--- config.mk ---
export PLATFORM = sky130hd
export DESIGN_NAME = registra_tiro_multi_flat
export DESIGN_NICKNAME = d
export VERILOG_FILES = /design/src/rtl/registra_tiro_multi_if.sv /design/src/rtl/registra_tiro_multi.sv /design/src/flat_wrapper.sv
export SDC_FILE = /design/constraint.sdc
export NUM_CORES = 1
export LEC_CHECK = 0
export BUFFER_PORTS_ARGS = -buffer_cell sky130_fd_sc_hd__clkbuf_2
export CAP_MARGIN = 30
export CORE_MARGIN = 10
export CORE_UTILIZATION = 31
export CTS_BUF_LIST = sky130_fd_sc_hd__clkbuf_2
export DETAILED_ROUTE_END_ITERATION = 10
export GPL_ROUTABILITY_DRIVEN = 0
export MAX_ROUTING_LAYER = met4
export SETUP_SLACK_MARGIN = 0.05
export SKIP_CTS_REPAIR_TIMING = 1
export SYNTH_ARGS = -nofsm -noshare
export SYNTH_HDL_FRONTEND = slang
export SYNTH_SLANG_ARGS = --single-unit
--- constraint.sdc ---
create_clock -name clock -period 2.1 [get_ports clock]
set_clock_uncertainty 0.05 [all_clocks]
set_input_delay 0.63 -clock clock [delete_from_list [all_inputs] [get_ports clock]]
set_output_delay 0.63 -clock clock [all_outputs]
set_load 0.05 [all_outputs]
--- src/rtl/registra_tiro_multi_if.sv ---
// Shot-register request/record bus: the requester (master) drives ship state and slot occupancy,
// and the registrar (slave) returns the write strobe, the latched shot record and the status flags.
interface registra_tiro_multi_if #(
   parameter int unsigned MAX_TIROS = 8,
   parameter int unsigned POS_W     = 10,
   parameter int unsigned DIR_W     = 3
);
   localparam int unsigned AW = $clog2(MAX_TIROS);

   logic                 registra_tiro;
   logic [POS_W-1:0]     nave_x;
   logic [POS_W-1:0]     nave_y;
   logic [DIR_W-1:0]     nave_dir;
   logic [MAX_TIROS-1:0] slot_ocupado;
   logic                 we_tiro;
   logic [AW-1:0]        addr_tiro;
   logic [POS_W-1:0]     tiro_x;
   logic [POS_W-1:0]     tiro_y;
   logic [DIR_W-1:0]     tiro_dir;
   logic                 tiro_registrado;
   logic                 tiro_negado;
   logic                 ocupado;
   logic [3:0]           db_estado_registra_tiro;

   modport slave (
      input  registra_tiro, nave_x, nave_y, nave_dir, slot_ocupado,
      output we_tiro, addr_tiro, tiro_x, tiro_y, tiro_dir, tiro_registrado, tiro_negado,
             ocupado, db_estado_registra_tiro
   );

   modport master (
      output registra_tiro, nave_x, nave_y, nave_dir, slot_ocupado,
      input  we_tiro, addr_tiro, tiro_x, tiro_y, tiro_dir, tiro_registrado, tiro_negado,
             ocupado, db_estado_registra_tiro
   );
endinterface

--- src/rtl/registra_tiro_multi.sv ---
// Shot registrar: captures the ship state, searches for a free slot starting at a rotating pointer
// and writes the shot there. Define REGISTRA_TIRO_COOLDOWN_EN to add a post-shot cooldown state.
module registra_tiro_multi #(
   parameter int unsigned MAX_TIROS       = 8,
   parameter int unsigned POS_W           = 10,
   parameter int unsigned DIR_W           = 3,
   parameter int unsigned COOLDOWN_CICLOS = 16
) (
   input logic                    clock,
   input logic                    reset,
   registra_tiro_multi_if.slave   bus
);
   localparam int unsigned AW = $clog2(MAX_TIROS);

   if (MAX_TIROS < 2 || (MAX_TIROS & (MAX_TIROS - 1)) != 0) begin : g_bad_max_tiros
      $error("MAX_TIROS must be a power of two, at least 2");
   end
   if (COOLDOWN_CICLOS < 1) begin : g_bad_cooldown
      $error("COOLDOWN_CICLOS must be at least 1");
   end

   typedef enum logic [3:0] {
      StInicial    = 4'd0,
      StEspera     = 4'd1,
      StCaptura    = 4'd2,
      StBusca      = 4'd3,
      StGrava      = 4'd4,
      StRegistrado = 4'd5,
      StNegado     = 4'd6,
      StCooldown   = 4'd7
   } estado_t;

   estado_t          estado_q;
   logic [AW-1:0]    ptr_q;
   logic [AW-1:0]    idx_q;
   logic [AW-1:0]    cnt_q;
   logic             we_q;
   logic [AW-1:0]    addr_q;
   logic [POS_W-1:0] x_q;
   logic [POS_W-1:0] y_q;
   logic [DIR_W-1:0] dir_q;
   logic             registrado_q;
   logic             negado_q;
   logic             ocupado_q;

`ifdef REGISTRA_TIRO_COOLDOWN_EN
   localparam int unsigned CW = (COOLDOWN_CICLOS > 1) ? $clog2(COOLDOWN_CICLOS) : 1;
   logic [CW-1:0] cd_q;
`endif

   // Flag outputs are registered alongside the next state so they line up with the state code.
   always_ff @(posedge clock or negedge reset) begin
      if (!reset) begin
         estado_q     <= StInicial;
         ptr_q        <= '0;
         idx_q        <= '0;
         cnt_q        <= '0;
         we_q         <= 1'b0;
         addr_q       <= '0;
         x_q          <= '0;
         y_q          <= '0;
         dir_q        <= '0;
         registrado_q <= 1'b0;
         negado_q     <= 1'b0;
         ocupado_q    <= 1'b1;
`ifdef REGISTRA_TIRO_COOLDOWN_EN
         cd_q         <= '0;
`endif
      end else begin
         we_q         <= 1'b0;
         registrado_q <= 1'b0;
         negado_q     <= 1'b0;
         ocupado_q    <= 1'b1;
         unique case (estado_q)
            StInicial: begin
               estado_q  <= StEspera;
               ocupado_q <= 1'b0;
            end
            StEspera: begin
               if (bus.registra_tiro) estado_q <= StCaptura;
               else                   ocupado_q <= 1'b0;
            end
            StCaptura: begin
               x_q      <= bus.nave_x;
               y_q      <= bus.nave_y;
               dir_q    <= bus.nave_dir;
               idx_q    <= ptr_q;
               cnt_q    <= '0;
               estado_q <= StBusca;
            end
            StBusca: begin
               if (!bus.slot_ocupado[idx_q]) begin
                  estado_q <= StGrava;
                  we_q     <= 1'b1;
                  addr_q   <= idx_q;
               end else if (cnt_q == AW'(MAX_TIROS - 1)) begin
                  estado_q <= StNegado;
                  negado_q <= 1'b1;
               end else begin
                  idx_q <= idx_q + 1'b1;
                  cnt_q <= cnt_q + 1'b1;
               end
            end
            StGrava: begin
               ptr_q        <= idx_q + 1'b1;
               estado_q     <= StRegistrado;
               registrado_q <= 1'b1;
            end
            StRegistrado: begin
               if (bus.registra_tiro) begin
                  registrado_q <= 1'b1;
               end else begin
`ifdef REGISTRA_TIRO_COOLDOWN_EN
                  estado_q <= StCooldown;
                  cd_q     <= '0;
`else
                  estado_q  <= StEspera;
                  ocupado_q <= 1'b0;
`endif
               end
            end
            StNegado: begin
               if (bus.registra_tiro) begin
                  negado_q <= 1'b1;
               end else begin
                  estado_q  <= StEspera;
                  ocupado_q <= 1'b0;
               end
            end
            StCooldown: begin
`ifdef REGISTRA_TIRO_COOLDOWN_EN
               if (cd_q == CW'(COOLDOWN_CICLOS - 1)) begin
                  estado_q  <= StEspera;
                  ocupado_q <= 1'b0;
               end else begin
                  cd_q <= cd_q + 1'b1;
               end
`else
               estado_q  <= StEspera;
               ocupado_q <= 1'b0;
`endif
            end
            default: estado_q <= StInicial;
         endcase
      end
   end

   assign bus.we_tiro                 = we_q;
   assign bus.addr_tiro               = addr_q;
   assign bus.tiro_x                  = x_q;
   assign bus.tiro_y                  = y_q;
   assign bus.tiro_dir                = dir_q;
   assign bus.tiro_registrado         = registrado_q;
   assign bus.tiro_negado             = negado_q;
   assign bus.ocupado                 = ocupado_q;
   assign bus.db_estado_registra_tiro = estado_q;

endmodule

--- src/flat_wrapper.sv ---
// flat-port wrapper written by rule: the top's interface ports become plain ports
module registra_tiro_multi_flat 
#(
   parameter int unsigned MAX_TIROS       = 8,
   parameter int unsigned POS_W           = 10,
   parameter int unsigned DIR_W           = 3,
   parameter int unsigned COOLDOWN_CICLOS = 16
)
  (clock, reset, bus_registra_tiro, bus_nave_x, bus_nave_y, bus_nave_dir, bus_slot_ocupado, bus_we_tiro, bus_addr_tiro, bus_tiro_x, bus_tiro_y, bus_tiro_dir, bus_tiro_registrado, bus_tiro_negado, bus_ocupado, bus_db_estado_registra_tiro);
  registra_tiro_multi_if #(.MAX_TIROS(MAX_TIROS), .POS_W(POS_W), .DIR_W(DIR_W)) bus_i ();
  input logic clock;
  input logic reset;
  input wire logic [$bits(bus_i.registra_tiro)-1:0] bus_registra_tiro;
  input wire logic [$bits(bus_i.nave_x)-1:0] bus_nave_x;
  input wire logic [$bits(bus_i.nave_y)-1:0] bus_nave_y;
  input wire logic [$bits(bus_i.nave_dir)-1:0] bus_nave_dir;
  input wire logic [$bits(bus_i.slot_ocupado)-1:0] bus_slot_ocupado;
  output wire logic [$bits(bus_i.we_tiro)-1:0] bus_we_tiro;
  output wire logic [$bits(bus_i.addr_tiro)-1:0] bus_addr_tiro;
  output wire logic [$bits(bus_i.tiro_x)-1:0] bus_tiro_x;
  output wire logic [$bits(bus_i.tiro_y)-1:0] bus_tiro_y;
  output wire logic [$bits(bus_i.tiro_dir)-1:0] bus_tiro_dir;
  output wire logic [$bits(bus_i.tiro_registrado)-1:0] bus_tiro_registrado;
  output wire logic [$bits(bus_i.tiro_negado)-1:0] bus_tiro_negado;
  output wire logic [$bits(bus_i.ocupado)-1:0] bus_ocupado;
  output wire logic [$bits(bus_i.db_estado_registra_tiro)-1:0] bus_db_estado_registra_tiro;
  assign bus_i.registra_tiro = bus_registra_tiro;
  assign bus_i.nave_x = bus_nave_x;
  assign bus_i.nave_y = bus_nave_y;
  assign bus_i.nave_dir = bus_nave_dir;
  assign bus_i.slot_ocupado = bus_slot_ocupado;
  assign bus_we_tiro = bus_i.we_tiro;
  assign bus_addr_tiro = bus_i.addr_tiro;
  assign bus_tiro_x = bus_i.tiro_x;
  assign bus_tiro_y = bus_i.tiro_y;
  assign bus_tiro_dir = bus_i.tiro_dir;
  assign bus_tiro_registrado = bus_i.tiro_registrado;
  assign bus_tiro_negado = bus_i.tiro_negado;
  assign bus_ocupado = bus_i.ocupado;
  assign bus_db_estado_registra_tiro = bus_i.db_estado_registra_tiro;
  registra_tiro_multi #(.MAX_TIROS(MAX_TIROS), .POS_W(POS_W), .DIR_W(DIR_W), .COOLDOWN_CICLOS(COOLDOWN_CICLOS)) u_core (.clock(clock), .reset(reset), .bus(bus_i));
endmodule
Word-level counts from Yosys, hierarchy flattened
Index checks and enable logic that the tools add are counted.

Add/sub/neg operators: 2. $lt $le $gt $ge: 1. Eq/ne operators: 13. Multiplexer cells: 21. Bitwise logic cells: 1. Reduce and logical (&&, ||, !) cells: 8.

Operators with widths (count): case mux 4 bit (6 select lines) (1); equality test 4 x 3 -> 1 bit (second input constant) (4); 2-to-1 mux 4 bit (4); 2-to-1 mux 3 bit (4); case mux 3 bit (2 select lines) (2); equality test 4 x 2 -> 1 bit (second input constant) (2); adder 3 x 1 -> 3 bit (second input constant) (2); 2-to-1 mux 1 bit (6); inequality test 2 bit (second input constant) (3); case mux 1 bit (2 select lines) (3); AND reduction 3 bit (2); equality test 4 x 1 -> 1 bit (second input constant) (1); logical NOT 4 bit (1); < comparator 3 x 4 -> 1 bit (second input constant) (1); OR reduction 2 bit (2); binary-select mux 1 bit (select 3 bit) (1); equality test 3 bit (second input constant) (1); inequality test 3 bit (second input constant) (1); OR reduction 3 bit (1); inequality test 2 x 1 -> 1 bit (second input constant) (1); AND reduction 2 bit (1); nonzero test 2 bit (1); NOT 1 bit (1).

Flip-flop bits (word level): 43. Bits of input ports: 34. Output and inout port bits: 34. Logic and storage cells: 58.

Depth between registers and ports, before layout
Gate-level depths: netlist of run 1.

Depth in word-level cells: 4. Gate-level depth with buffers: 6. Depth with buffers taken out: 6.

Worst setup path before layout of run 1
No wires, ideal clock.

Path type: register to register. Start point: reg u_core.estado_q[2], in the netlist u_core.bus.db_estado_registra_tiro[2]. End point: reg u_core.dir_q[2], in the netlist u_core.bus.tiro_dir[2]. Setup time: 125 ps. Arrival time: 1978 ps. Data required time: 1925 ps. Slack: -53 ps. Cell stages (with the launch flop): 7. Path buffers: 3. Clock period less this slack: 2153 ps. Path through: dfrtp_1 > buf_2 > nand2b_1 > clkbuf_1 > nor2_1 > buf_2 > mux2_2.

Word-level cells in the longest chain between the ends: 1.

Ends and longest elaborated chain: start: declaration (RTL line registra_tiro_multi.sv:33) `estado_t estado_q;`; start signal: assignment (RTL line registra_tiro_multi.sv:54) `estado_q <= StInicial;`; start signal: assignment (RTL line registra_tiro_multi.sv:76) `estado_q <= StEspera;`; start signal: assignment (RTL line registra_tiro_multi.sv:80) `if (bus.registra_tiro) estado_q <= StCaptura;`; equality test 4 x 2 -> 1 bit (RTL line registra_tiro_multi.sv:74) `unique case (estado_q)`; end signal: assignment (RTL line registra_tiro_multi.sv:86) `dir_q <= bus.nave_dir;`; end: declaration (RTL line registra_tiro_multi.sv:41) `logic [DIR_W-1:0] dir_q;`.

No other way between the ends. A chain may end at the register's enable or synchronous reset.

Worst setup path after layout of run 1
Start point: reg u_core.idx_q[1]. End point: reg u_core.estado_q[1], in the netlist u_core.bus.db_estado_registra_tiro[1].

Word-level cells in the longest chain between the ends: 4. Elaborated cells on any way between the ends: 6. Those cells by class: 1 x eq/ne; 4 x mux; 1 x reduce/logical.

Ends and longest elaborated chain: start: declaration (RTL line registra_tiro_multi.sv:35) `logic [AW-1:0] idx_q;`; start signal: assignment (RTL line registra_tiro_multi.sv:87) `idx_q <= ptr_q;`; start signal: assignment (RTL line registra_tiro_multi.sv:100) `idx_q <= idx_q + 1'b1;`; binary-select mux 1 bit (select 3 bit) * (RTL line registra_tiro_multi.sv:92) `if (!bus.slot_ocupado[idx_q]) begin`; 2-to-1 mux 1 bit (implied by the code) * (RTL line registra_tiro_multi.sv:92); 2-to-1 mux 4 bit / inequality test 3 bit (equally long branches); case mux 4 bit (6 select lines) / AND reduction 3 bit (equally long branches); end signal: assignment (RTL line registra_tiro_multi.sv:76); end signal: assignment (RTL line registra_tiro_multi.sv:93) `estado_q <= StGrava;`; end signal: assignment (RTL line registra_tiro_multi.sv:97) `estado_q <= StNegado;`.

Mark *: on every way between the ends. The rest lies on a longest branch, timed or not. The select of a mux whose other input is x is not followed.

==> metrics, run 1 <==
Post-Syn Area per Cell approximately 13 µm²; initial antenna violation count 0; total track usage between 9 and 10%; worst setup path category register to register; top cells by area, synth dfrtp_1, mux2_2, nand2_1; number of synthesized flops with an enable pin 0; clk_lat worst skew about 0.37 ns; clock slew at reported path FFs ~0.2 ns; final hold violation count 0; Die ar. around 9900 µm²; Longest Clk Path Bufs 2; Seq/Total Area, Yosys 53.6%; RSZ-0062 raised after global routing yes; Mapped Area a little under 2000 µm²; initial DRC count between 60 and 70; HP Class input port to async pin; post-synth top area cell dfrtp_1; Net Count, Synth around 190; # diodes 0; GR Layer Usage met2 a little over an eighth; clock sinks 42; via count 1399; r2r startpoint u_core.idx_q[1]$_DFFE_PN0P_; CTS tree yes; Placed Instances roughly 300; Synth Flop Type dfrtp_1; non-filler cells, final around 300; synthesized instance count about 150; Max-Cap Viols 0; min cycle time layout between 1.5 and 2 ns; vias in the first global route 1409; I/O pins 68; Yosys top cell area share a little over half; die height ~100 µm; final worst setup slack approximately 0.12 ns; root buffer cell clkbuf_2; first-pass GRT wire length ~7000 µm; met3 usage under 10%; setup violators final 0; FF-to-FF End u_core.bus.db_estado_registra_tiro[1]$_DFFE_PN0P_; Port-buffer cells 66; core area between 6000 and 7000 µm²; pin count of the biggest net entering global routing 25; CP max FO 11; status completed; Synthesis Warnings 0; final net count 262; Routed WL around 4400 µm; width of the die ~100 µm; CP Launch Type register; grt met1 use between 10% and 20%; Worst Path Required 2.34 ns; register-to-register setup slack around 0.12 ns; f_max 504 MHz; most frequent cells after synthesis dfrtp_1, mux2_2, nand2_1; busiest grt layer met2; Synth async-reset ratio between 90% and 100%; final period utilization between 90% and 100%; CTS buffer count 5; count leader, synth dfrtp_1; pre-CTS worst setup slack -0.109 ns; Pre-antenna DRT Iters 4; share of layout cells above drive strength 1 56.6%; Worst Setup End Kind register; Via density approximately 4.6; Netlist cell types 41; drt wl/cell 14.6 µm; total grt overflow 0; DRC violations left 0; Initial Util between 30% and 40%; post-DP HPWL approximately 3400 µm; H-tree levels 2; post-route ant nets 0; Final Max Slew Viols 0; post-synthesis register bit count between 40 and 50; Arrival @ worst endpoint roughly 2.2 ns; Layout area overhead 25.1%; reg2reg path depth 4; Site Rows 28
-- sequential cells by signal (all words and copies together), names as in the netlist --
| signal | flops |
|---|---|
| u_core.bus.addr_tiro | 3 |
| u_core.bus.db_estado_registra_tiro | 3 |
| u_core.bus.ocupado | 1 |
| u_core.bus.tiro_dir | 3 |
| u_core.bus.tiro_negado | 1 |
| u_core.bus.tiro_registrado | 1 |
| u_core.bus.tiro_x | 10 |
| u_core.bus.tiro_y | 10 |
| u_core.bus.we_tiro | 1 |
| u_core.cnt_q | 3 |
| u_core.idx_q | 3 |
| u_core.ptr_q | 3 |
-- worst max-delay path, cell delays in order, from the launching register on --
cell and delay, ns:
dfrtp_2 0.50, mux2_1 0.33, mux4_2 0.50, buf_4 0.20, a221o_1 0.31
-- routing by layer --
| layer | share of wire (%) | wire, µm | up-vias |
|---|---|---|---|
| met4 | 1.6 | 70 | 0 |
| met5 | 0 | 0 | - |
| met3 | 6.6 | 289 | 5 |
| met2 | 44 | 1920 | 48 |
| met1 | 48 | 2120 | 657 |
| li1 | - | - | 689 |
-- cells in the final DEF, fill, tap and decap left out, types with 2 or more instances in the layout --
master / count
a21oi_1: 4
a221o_1: 2
buf_4: 8
clkbuf_2: 72
dfrtp_1: 38
dfrtp_2: 3
ha_1: 3
inv_1: 4
mux2_1: 2
mux2_2: 29
mux2_4: 2
nand2_1: 14
nand2b_1: 2
nor2_1: 7
nor2b_1: 3
nor3_1: 4
o211ai_2: 2
-- through the flow --
step	util [%]	cell area (µm²)	setup TNS, ns	hold slack (ns)
floorplan	-	1970	0	0.284
global placement	40.1	2420	-0.641	0.440
detailed placement	40.1	2420	-1.03	0.447
CTS	40.7	2450	0	0.0621
global route	40.8	2460	0	0.0573
finish	40.8	2460	0	0.0865
-- layout make-up --
class / instances / area [µm²]
Fill cell: 590 / 3570
Sequential cell: 42 / 1060
Multi-Input combinational cell: 97 / 843
Timing Repair Buffer: 75 / 410
Tap cell: 75 / 93.8
Clock buffer: 6 / 30.0
Inverter: 4 / 15.0
Clock inverter: 2 / 8.76
-- cells by family (layout without fill, tap and decap cells) --
group	count (synthesis)	after routing	share of synthesized area, %
flops	42	42	53.6
mux	36	36	22.3
buf+inv	13	87	3.63
simple gates	36	36	9.43
xor+xnor	1	1	0.446
fa+ha+maj	3	3	1.91
other cells	1	1	0.191
compound gates	20	20	8.53
-- worst max path at each step --
| stage | from | endpoint | slack [ns] | cells after the start |
|---|---|---|---|---|
| after floorplan | bus_slot_ocupado[2] | u_core.bus.addr_tiro[0]$_DFFE_PN0P_ | 0.05 | 4 |
| after global placement | bus_slot_ocupado[2] | u_core.bus.db_estado_registra_tiro[1]$_DFFE_PN0P_ | -0.08 | 5 |
| after detailed placement | bus_slot_ocupado[3] | u_core.bus.db_estado_registra_tiro[1]$_DFFE_PN0P_ | -0.11 | 5 |
| after CTS | u_core.idx_q[1]$_DFFE_PN0P_ | u_core.cnt_q[1]$_DFFE_PN0P_ | 0.05 | 5 |
| after global routing | u_core.idx_q[1]$_DFFE_PN0P_ | u_core.idx_q[0]$_DFFE_PN0P_ | 0.03 | 5 |
| final | u_core.idx_q[1]$_DFFE_PN0P_ | u_core.bus.db_estado_registra_tiro[1]$_DFFE_PN0P_ | 0.12 | 4 |
Power of run 1 is not shown: default switching activity piles up to over one toggle a cycle in this logic, so the estimate is an artifact.
==> run 2, diff against run 1 <==
==> constraint.sdc (replaced) <==
create_clock -name clock -period 2.1 [get_ports clock]
set_clock_uncertainty 0.05 [all_clocks]
set_input_delay 0.42 -clock clock [delete_from_list [all_inputs] [get_ports clock]]
set_output_delay 0.42 -clock clock [all_outputs]
set_load 0.05 [all_outputs]
==> metrics, run 2 (synthesized netlist as in run 1, its figures left out) <==
status completed; Routed WL 4430 µm (+0.84%); worst path cell trace mux2_4 > mux4_2 > nor2_4 > mux2_2; Initial Util 32.6% (unchanged); die height 99.6 µm (unchanged); fin area 2480 µm² (+0.76%); DRC violations left 0 (unchanged); Longest Clk Path Bufs 2 (unchanged); first-pass GRT wire length 7510 µm (+5.4%); CP Launch Type register; I/O pins 68 (unchanged); setup violators final 0 (unchanged); root buffer cell clkbuf_2; final hold violation count 0 (unchanged); setup tns final 0 ns (unchanged); area of placed instances 2420 µm² (unchanged); Max-Cap Viols 0 (unchanged); clock slew at reported path FFs 0.20 ns (about the same); core area 6030 µm² (unchanged); min cycle time layout 1.98 ns (+0.00147 ns); width of the die 99.6 µm (unchanged); non-filler cells, final 304 (+1.0%); pin count of the biggest net entering global routing 24 (-4.0%); Placed Instances 293 (unchanged); Worst Path Required 2.35 ns (about the same); Critical Path Max Stage Delay 0.52 ns (+0.02 ns); reg2reg path depth 4 (unchanged); via count 1385 (-1.0%); register-to-register setup slack 0.12 ns (about the same); most frequent cells in the layout clkbuf_2, dfrtp_1, mux2_2; total track usage 9.59% (+0.51 points); worst setup path category register to register; HP Class input port to register; initial antenna violation count 1 (+1); Worst Setup End Kind register; Hold Path Depth 2; total grt overflow 0 (unchanged); CP max FO 6 (-5); Layout area overhead 26.1%; post-DP HPWL 3560 µm (+3.5%); Die ar. 9920 µm² (unchanged); Final Max Slew Viols 0 (unchanged); Port-buffer cells 66 (unchanged); most common cell after layout, fill and taps aside clkbuf_2; RSZ-0062 raised after global routing no; CP max-delay cell mux4_2; final period utilization 94.5% (about the same); Via density 4.56 (-2.0%); CTS tree yes; Arrival @ worst endpoint 2.23 ns (about the same); Site Rows 28 (unchanged); final net count 264 (+0.76%); share of layout cells above drive strength 1 56.1% (-0.50 points); drt wl/cell 14.6 µm (-0.15%); post-route ant nets 0 (unchanged); H-tree levels 2 (unchanged); r2r startpoint u_core.idx_q[1]$_DFFE_PN0P_; initial DRC count 71 (+4.4%); CTS buffer count 5 (unchanged); clock sinks 42 (unchanged); vias in the first global route 1467 (+4.1%); f_max 504 MHz (about the same); Worst Tran Pin Value 0.521 ns; Pre-antenna DRT Iters 4 (unchanged); normalized max-slew margin about two thirds; Crit. Startpoint u_core.idx_q[1]$_DFFE_PN0P_; hold_sp bus_nave_dir[2]; clk_lat worst skew 0.39 ns (+0.02 ns)
[run 2: cell count changes in the layout (fill, tap and decap cells not counted)]
cell           change
diode_2            +1
dlygate4sd3_1      +1
dfrtp_1            +1
dfrtp_2            -1
buf_4              +1
[run 2: through the flow]
stage | util, % | worst slack [ns] | hold WS [ns]
after floorplan | - | 0.121 | 0.0744
after global placement | 40.1 | 0.0963 | 0.365
after detailed placement | 40.1 | 0.0501 | 0.366
after CTS | 40.7 | 0.0131 | -0.116
after global routing | 41.1 | 0.0541 | 0.129
final | 41.1 | 0.116 | 0.191
[run 2: final timing paths]
path | endpoint
min | u_core.bus.tiro_dir[2]$_DFFE_PN0P_
max | u_core.bus.addr_tiro[2]$_DFFE_PN0P_
min reg2reg | u_core.bus.tiro_x[9]$_DFFE_PN0P_
max reg2reg | u_core.bus.addr_tiro[2]$_DFFE_PN0P_
max in group asynchronous | u_core.cnt_q[1]$_DFFE_PN0P_
min in group asynchronous | u_core.ptr_q[1]$_DFFE_PN0P_
[run 2: critical path, delay by kind of cell (launching register included)]
kind / cells / cell delay [ns]
simple gates: 1 / 0.17
flops: 1 / 0.50
mux: 3 / 1.17
[run 2: area by class of cell]
class / count / area (µm²)
inverter: 4 / 15.0
sequential: 42 / 1050
fill: 605 / 3550
antenna: 1 / 2.50
clock buffer: 6 / 30.0
tap: 75 / 93.8
clock inverter: 2 / 8.76
multi-input combinational: 97 / 843
timing repair buffer: 77 / 428
[run 2: routing by layer]
layer  routed length, µm  GRT usage [%]  vias up
met5                   0              -        -
met4                  83           4.30        0
met3                 384           3.94        6
met2                1980           13.9       49
met1                1980           11.3      636
li1                    -              -      694
Power of run 2 is left out for the same reason.
==> run 3, diff against run 2 <==
==> constraint.sdc (replaced) <==
create_clock -name clock -period 2.1 [get_ports clock]
set_clock_uncertainty 0.05 [all_clocks]
set_input_delay 0.105 -clock clock [delete_from_list [all_inputs] [get_ports clock]]
set_output_delay 0.105 -clock clock [all_outputs]
set_load 0.01 [all_outputs]
==> metrics, run 3 (synthesized netlist as in run 1, its figures left out) <==
I/O pins 68 (unchanged); Worst Setup End Kind register; Worst Tran Pin Value 0.672 ns (+0.151 ns); clk_lat worst skew 0.37 ns (-0.02 ns); CP Launch Type register; Routed WL 4670 µm (+5.2%); Via density 4.62 (+1.3%); Peak VDD IR roughly 0.66 mV; first-pass GRT wire length 7330 µm (-2.3%); total power draw 3.80 mW; final net count 287 (+8.7%); clock sinks 42 (unchanged); worst setup path category register to register; die height 99.6 µm (unchanged); total power density per cell area 1390 nW/µm²; worst path cell trace mux2_4 > mux4_2 > buf_4 > a31oi_1 > a2bb2oi_2; normalized max-slew margin 55.2% (-10 points); non-filler cells, final 326 (+7.2%); Max-Cap Viols 0 (unchanged); Initial Util 32.6% (unchanged); LEAKAGE ~1.3 nW; Final Max Slew Viols 0 (unchanged); CTS tree yes; most common cell after layout, fill and taps aside clkbuf_2; core area 6030 µm² (unchanged); vias in the first global route 1467 (unchanged); clock slew at reported path FFs 0.20 ns (about the same); CP max FO 11 (+5); Critical Path Max Stage Delay 0.51 ns (about the same); final period utilization 96.5% (+2.0 points); status completed; Arrival @ worst endpoint 2.30 ns (+0.07 ns); initial DRC count 73 (+2.8%); setup tns final 0 ns (unchanged); Longest Clk Path Bufs 2 (unchanged); share of layout cells above drive strength 1 51.0% (-5.1 points); Site Rows 28 (unchanged); Worst Path Required 2.38 ns (+0.03 ns); area of placed instances 2410 µm² (-0.36%); f_max 493 MHz (-2.1%); pin count of the biggest net entering global routing 28 (+17%); H-tree levels 2 (unchanged); setup violators final 0 (unchanged); pre-CTS worst setup slack 0.0199 ns (-0.0301 ns); Layout area overhead 39.3%; total grt overflow 0 (unchanged); Die ar. 9920 µm² (unchanged); most frequent cells in the layout clkbuf_2, dfrtp_1, mux2_2; DRC violations left 0 (unchanged); root buffer cell clkbuf_2; final hold violation count 0 (unchanged); total track usage 9.27% (-0.32 points); CP max-delay cell dfrtp_2; post-route ant nets 0 (unchanged); Placed Instances 292 (-0.34%); drt wl/cell 14.3 µm (-1.9%); Pre-antenna DRT Iters 4 (unchanged); fin area 2740 µm² (+11%); RSZ-0062 raised after global routing yes; CTS buffer count 5 (unchanged); HP Class input port to async pin; width of the die 99.6 µm (unchanged); via count 1505 (+8.7%); post-DP HPWL 3430 µm (-3.6%); initial antenna violation count 0 (-1); min cycle time layout 2.03 ns (+0.0428 ns); Port-buffer cells 66 (unchanged); final worst setup slack 0.0733 ns (-0.0428 ns); fillers 574 (-5.1%); # diodes 0 (-1)
## run 3: final timing paths
check / startpoint / end / slack, ns / cells past startpoint
max: u_core.idx_q[1]$_DFFE_PN0P_ / u_core.idx_q[0]$_DFFE_PN0P_ / 0.07 / 5
min: reset / u_core.bus.addr_tiro[1]$_DFFE_PN0P_ / 0.21 / 2
max reg2reg: u_core.idx_q[1]$_DFFE_PN0P_ / u_core.idx_q[0]$_DFFE_PN0P_ / 0.07 / 5
min reg2reg: u_core.bus.tiro_dir[0]$_DFFE_PN0P_ / u_core.bus.tiro_dir[0]$_DFFE_PN0P_ / 0.48 / 1
max in group asynchronous: reset / u_core.bus.tiro_x[3]$_DFFE_PN0P_ / 1.17 / 3
min in group clock: bus_slot_ocupado[0] / u_core.bus.we_tiro$_DFF_PN0_ / 0.22 / 4
## run 3: cell type report
class	instances	area, µm²	share of cell area (%)
Multi-Input combinational cell	97	848	31.0
Inverter	4	15.0	0.549
Tap cell	75	93.8	3.43
Sequential cell	42	1050	38.5
Clock buffer	7	35.0	1.28
Clock inverter	1	30.0	1.10
Timing Repair Buffer	100	661	24.1
## run 3: per-layer routing
| metal | part of all wire, % | wire (µm) | GRT usage (%) | vias to the layer above |
|---|---|---|---|---|
| met5 | 0 | 0 | - | - |
| met1 | 46 | 2140 | 11.5 | 714 |
| li1 | - | - | - | 735 |
| met3 | 6.7 | 313 | 3.67 | 6 |
| met2 | 46 | 2130 | 13.2 | 50 |
| met4 | 1.7 | 78 | 3.64 | 0 |
## run 3: report_power, final
| part | switching (mW) | total [mW] | internal, mW |
|---|---|---|---|
| clock network | 0.244 | 0.456 | 0.212 |
| registers | 0.264 | 1.47 | 1.20 |
| logic | 0.893 | 1.88 | 0.984 |
| total | 1.40 | 3.80 | 2.40 |
## run 3: per-stage QoR
step | hold WS, ns | utilization, %
after detailed placement | 0.136 | 40.0
after global placement | 0.142 | 40.0
after global routing | 0.156 | 45.4
after floorplan | -0.241 | -
final | 0.207 | 45.4
after CTS | -0.346 | 41.0
## run 3: worst max-delay path: cells and delay by family, from the launching register on
| kind | cells | cell delay [ns] |
|---|---|---|
| compound gates | 2 | 0.38 |
| buf+inv | 1 | 0.20 |
| flops | 1 | 0.51 |
| mux | 2 | 0.83 |
Power figures use the tool's default switching activity.
